File: src/rtl/processor_unit_if.sv
// Bus bundle for processor_unit: data sources, select, raw flags and the
// registered data/status/phase outputs.
interface processor_unit_if #(
  parameter int DATA_W = 32
);
  logic [DATA_W-1:0] data_in;
  logic [DATA_W-1:0] i_data;
  logic              data_select;
  logic [15:0]       status_flags;
  logic [DATA_W-1:0] data_out;
  logic [7:0]        status;
  logic [2:0]        Q;

  modport master (
    output data_in, i_data, data_select, status_flags,
    input  data_out, status, Q
  );

  modport slave (
    input  data_in, i_data, data_select, status_flags,
    output data_out, status, Q
  );
endinterface

File: src/rtl/processor_unit.sv
// Registered data mux, packed status capture and 3-bit phase counter.
// Optional macro STATUS_HOLD_EN: status_flags[15]=1 freezes the status register.
module processor_unit #(
  parameter int          DATA_W     = 32,
  parameter logic [7:0]  STATUS_RST = 8'b0110_0000
) (
  input  logic             clk,
  input  logic             rst,
  processor_unit_if.slave  bus
);

  logic [DATA_W-1:0] data_out_q, data_out_d;
  logic [7:0]        status_q,   status_d;
  logic [2:0]        q_q,        q_d;
  logic [7:0]        status_packed;
  logic              unused_flags;

  // Bits [6:5] of the packed word are reserved and always read back as 1.
  assign status_packed = {bus.status_flags[7], 2'b11, bus.status_flags[4:0]};
  assign unused_flags  = ^{bus.status_flags[15:8], bus.status_flags[6:5]};

  always_comb begin
    data_out_d = bus.data_select ? bus.i_data : bus.data_in;
    q_d        = q_q + 3'd1;
`ifdef STATUS_HOLD_EN
    status_d   = bus.status_flags[15] ? status_q : status_packed;
`else
    status_d   = status_packed;
`endif
  end

  always_ff @(posedge clk) begin
    if (rst) begin
      data_out_q <= '0;
      status_q   <= STATUS_RST;
      q_q        <= 3'd0;
    end else begin
      data_out_q <= data_out_d;
      status_q   <= status_d;
      q_q        <= q_d;
    end
  end

  assign bus.data_out = data_out_q;
  assign bus.status   = status_q;
  assign bus.Q        = q_q;

endmodule

File: src/flat_wrapper.sv
// flat-port wrapper written by rule: the top's interface ports become plain ports
module processor_unit_flat 
#(
  parameter int          DATA_W     = 32,
  parameter logic [7:0]  STATUS_RST = 8'b0110_0000
)
  (clk, rst, bus_data_in, bus_i_data, bus_data_select, bus_status_flags, bus_data_out, bus_status, bus_Q);
  processor_unit_if #(.DATA_W(DATA_W)) bus_i ();
  input  logic clk;
  input  logic rst;
  input wire logic [$bits(bus_i.data_in)-1:0] bus_data_in;
  input wire logic [$bits(bus_i.i_data)-1:0] bus_i_data;
  input wire logic [$bits(bus_i.data_select)-1:0] bus_data_select;
  input wire logic [$bits(bus_i.status_flags)-1:0] bus_status_flags;
  output wire logic [$bits(bus_i.data_out)-1:0] bus_data_out;
  output wire logic [$bits(bus_i.status)-1:0] bus_status;
  output wire logic [$bits(bus_i.Q)-1:0] bus_Q;
  assign bus_i.data_in = bus_data_in;
  assign bus_i.i_data = bus_i_data;
  assign bus_i.data_select = bus_data_select;
  assign bus_i.status_flags = bus_status_flags;
  assign bus_data_out = bus_i.data_out;
  assign bus_status = bus_i.status;
  assign bus_Q = bus_i.Q;
  processor_unit #(.DATA_W(DATA_W), .STATUS_RST(STATUS_RST)) u_core (.clk(clk), .rst(rst), .bus(bus_i));
endmodule
File: config.mk
export PLATFORM = sky130hd
export DESIGN_NAME = processor_unit_flat
export DESIGN_NICKNAME = d
export VERILOG_FILES = /design/src/rtl/processor_unit_if.sv /design/src/rtl/processor_unit.sv /design/src/flat_wrapper.sv
export SDC_FILE = /design/constraint.sdc
export NUM_CORES = 1
export LEC_CHECK = 0
export CAP_MARGIN = 20
export CORE_UTILIZATION = 28
export CTS_CLUSTER_DIAMETER = 60
export CTS_CLUSTER_SIZE = 10
export DETAILED_ROUTE_END_ITERATION = 16
export PLACE_DENSITY = 0.76
export SLEW_MARGIN = 5
export SYNTH_ARGS = -nofsm -noshare
export SYNTH_HDL_FRONTEND = slang
export SYNTH_SLANG_ARGS = --single-unit
export TNS_END_PERCENT = 5
File: constraint.sdc
create_clock -name clk -period 0.8 [get_ports clk]
set_input_delay 0.16 -clock clk [delete_from_list [all_inputs] [get_ports clk]]
set_output_delay 0.16 -clock clk [all_outputs]
set_load 0.005 [all_outputs]
==> insert_results.sql, run 1 <==
INSERT INTO impl_metrics (metric_group, metric, value, unit) VALUES
('sta', 'grt_setup_unrepaired', 'yes', ''),
('pwr', 'post-layout-total-power', '4.47', 'mW'),
('final_layout', 'finish.net_count', '328', ''),
('logic_synthesis', 'post_synth_mux_area_share', '22.2', '%'),
('outcome', 'violated_checks', 'setup timing', ''),
('sta', 'finalSetupViolCount', '43', ''),
('logic_synthesis', 'post_synth_fa_ha_maj_area_fraction', '0.868', '%'),
('clock_tree', 'clock_tree.root_cell', 'clkbuf_8', ''),
('setup_path', 'timing.critical_path.cells', 'buf_2', ''),
('placement', 'post-place-ws', '-298', 'ps'),
('final_layout', 'areaGrowthSynthToFinish', '79.2', '%'),
('placement', 'io_buffers', '113', ''),
('final_layout', 'fillers', '475', ''),
('detailed_routing', 'drtIter0Drc', '11', ''),
('sta', 'max_freq', '1110', 'MHz'),
('global_routing', 'grt_remaining_overflow', '0', ''),
('setup_path', 'worst-r2r-setup-slack', '-90', 'ps'),
('outcome', 'outcome', 'finished, violations left', ''),
('setup_path', 'critical_path.reg2reg.startpoint', 'u_core.bus.Q[0]', ''),
('logic_synthesis', 'synthesis.area', '1440', 'um^2'),
('setup_path', 'critical_path.endpoint_type', 'output pin', ''),
('logic_synthesis', 'synth.top_cell.area_share', '56.9', '%'),
('setup_path', 'worst_path_arrival_time', '740', 'ps'),
('die', 'core_area', '4850', 'um^2'),
('detailed_routing', 'post-route-drc-count', '0', ''),
('logic_synthesis', 'post_synthesis_share_of_cell_area_spent_on_and_or_nand_and_nor_gates', '11.9', '%'),
('detailed_routing', 'detailedRoute.firstPassIterationCount', '3', ''),
('sta', 'postLayoutSetupSlackWorst', '-100', 'ps'),
('logic_synthesis', 'yosysTopAreaCell', 'dfxtp_1', ''),
('sta', 'layout_worst_path_cycle_share', '113', '%'),
('logic_synthesis', 'mapped_avg_cell_area', '11.3', 'um^2'),
('final_layout', 'layoutNonFillerInstCount', '312', ''),
('global_routing', 'grt_pass1_wl', '4950', 'um'),
('logic_synthesis', 'yosys_register_bits', '41', ''),
('final_layout', 'layout-drive-gt1-share', '26.9', '%'),
('die', 'floorplan.die.width', '73.8', 'um'),
('pwr', 'max-vdd-ir-drop', '0.651', 'mV'),
('final_layout', 'mostFrequentLayoutCells', 'clkdlybuf4s50_1 (70), buf_2 (39), nor2_1 (34), dfxtp_1 (34), mux2i_1 (32)', ''),
('setup_path', 'r2r_end', 'u_core.bus.Q[2]', ''),
('logic_synthesis', 'synth_cells', '127', ''),
('sta', 'timing.clock.skew', '0.839', 'ps'),
('logic_synthesis', 'synth-xor-area-share', '0.608', '%'),
('die', 'die_y', '73.8', 'um'),
('pwr', 'p_per_area', '1730', 'nW/um^2'),
('clock_tree', 'tritoncts', 'built', ''),
('logic_synthesis', 'synth_cell_type_count', '12', ''),
('clock_tree', 'clock_latency', '280', 'ps'),
('global_routing', 'antenna_found_initial', '0', ''),
('global_routing', 'grt_start_max_net_pins', '42', ''),
('die', 'top_level_ports', '126', ''),
('detailed_routing', 'detail_route.vias_per_cell', '4.03', ''),
('setup_path', 'path_delay_family', 'flip-flops', ''),
('global_routing', 'grt_usage', '12.3', '%'),
('clock_tree', 'cts_max_path_buffers', '2', ''),
('worst_hold_path', 'worst_hold_path.num_cells', '3', ''),
('sta', 'fin_crit', '900', 'ps'),
('final_layout', 'number_of_inserted_diodes', '0', ''),
('die', 'initial_utilization', '29.7', '%'),
('logic_synthesis', 'sequential_cell_area_fraction_in_the_yosys_report', '56.9', '%'),
('worst_hold_path', 'worstHoldStart', 'rst', ''),
('setup_path', 'max_stage_delay', '350', 'ps'),
('sta', 'slew_violations', '0', ''),
('setup_path', 'worst_path_max_delay_cell', 'dfxtp_2', ''),
('setup_path', 'cp_max_fo', '2', ''),
('clock_tree', 'numCtsBuffers', '5', ''),
('placement', 'placedCellCount', '304', ''),
('logic_synthesis', 'synth_top_family_by_area', 'multiplexers', ''),
('placement', 'routabilityCongestion', '0.713', ''),
('clock_tree', 'postCtsHoldBufs', '0', ''),
('sta', 'hold_violations', '0', ''),
('setup_path', 'timing.critical_path.buf_inv', '1', '');
logic make-up (layout without fill, tap and decap cells):
group,Yosys count,after routing
adder cells (fa/ha/maj),1,1
other,1,2
buffers and inverters,10,127
multiplexers,32,32
XOR/XNOR,1,1
flip-flops,41,41
AND/OR/NAND/NOR,41,41
layout make-up:
type	instances	area (um^2)	area share, %
Clock inverter	1	5.00	0.194
Multi-Input combinational cell	77	548	21.2
Timing Repair Buffer	119	1020	39.5
Clock buffer	7	96.3	3.73
Sequential cell	41	830	32.1
Tap cell	67	83.8	3.25
worst register-to-register path, cell delays in order (launching register included):
cell     delay, ps
dfxtp_2        330
buf_6          120
ha_4           150
xnor2_2        130
nor2_1          50
sequential cells by signal, indices dropped and copies added (netlist names):
register,flops
u_core.bus.Q,3
u_core.bus.data_out,32
u_core.bus.status,6
metrics by stage:
stage | setup TNS [ps] | area [um^2] | hold slack, ps | utilization (%)
floorplan | -4.89 | 1450 | 232 | -
global placement | -17100 | 2620 | 479 | 54.1
detailed placement | -17790 | 2620 | 506 | 54.1
CTS | -3190 | 2550 | 385 | 52.7
global route | -3900 | 2580 | 335 | 53.3
finish | -2530 | 2580 | 317 | 53.3
how the worst max path moves through the flow:
stage | to | depth (start not counted) | slack (ps) | from
finish | bus_Q[0] | 1 | -100 | u_core.bus.Q[0]
floorplan | u_core.bus.Q[1] | 2 | -5 | u_core.bus.Q[1]
CTS | bus_Q[0] | 1 | -100 | u_core.bus.Q[0]
global placement | u_core.bus.data_out[13] | 3 | -280 | rst
detailed placement | u_core.bus.data_out[20] | 3 | -300 | rst
global route | bus_Q[0] | 1 | -130 | u_core.bus.Q[0]
power by group:
group          total, mW  leakage (nW)  internal (mW)  switching, mW
clock network       1.42        0.0542          0.779          0.644
registers           2.21         0.344           2.18         0.0325
logic              0.835         0.824          0.567          0.268
total               4.47          1.22           3.53          0.944
metal layers:
metal	GRT usage [%]	up-vias	share of wire, %
li1	-	636	-
met5	0	-	0
met2	21.6	66	50
met3	5.90	8	12
met1	12.5	548	37
met4	4.91	0	1.5
cells in the mapped netlist:
cell type	instances
dfxtp_1	41
nor2_1	34
mux2i_1	32
nor2b_1	7
buf_12	3
buf_2	2
buf_4	2
clkbuf_1	2
buf_6	1
conb_1	1
ha_1	1
xnor2_1	1
what timing repair did:
item                                    in CTS  in global routing
hold endpoints to repair                     0                  0
endpoints found under the setup margin      43                 72
cloned                                       0                  0
pin swaps                                    1                  0
setup buffers                                0                  0
gates resized for setup                    173                  6
Power figures use the tool's default switching activity.
==> run 2: changes to the inputs <==
--- a/config.mk
+++ b/config.mk
@@ -10,6 +10,7 @@
 export CTS_CLUSTER_DIAMETER = 60
 export CTS_CLUSTER_SIZE = 10
 export DETAILED_ROUTE_END_ITERATION = 16
+export GPL_TIMING_DRIVEN = 1
 export PLACE_DENSITY = 0.76
 export SLEW_MARGIN = 5
 export SYNTH_ARGS = -nofsm -noshare
==> results of run 2 <==
Final layout, timing and power as in run 1 (identical DEF).
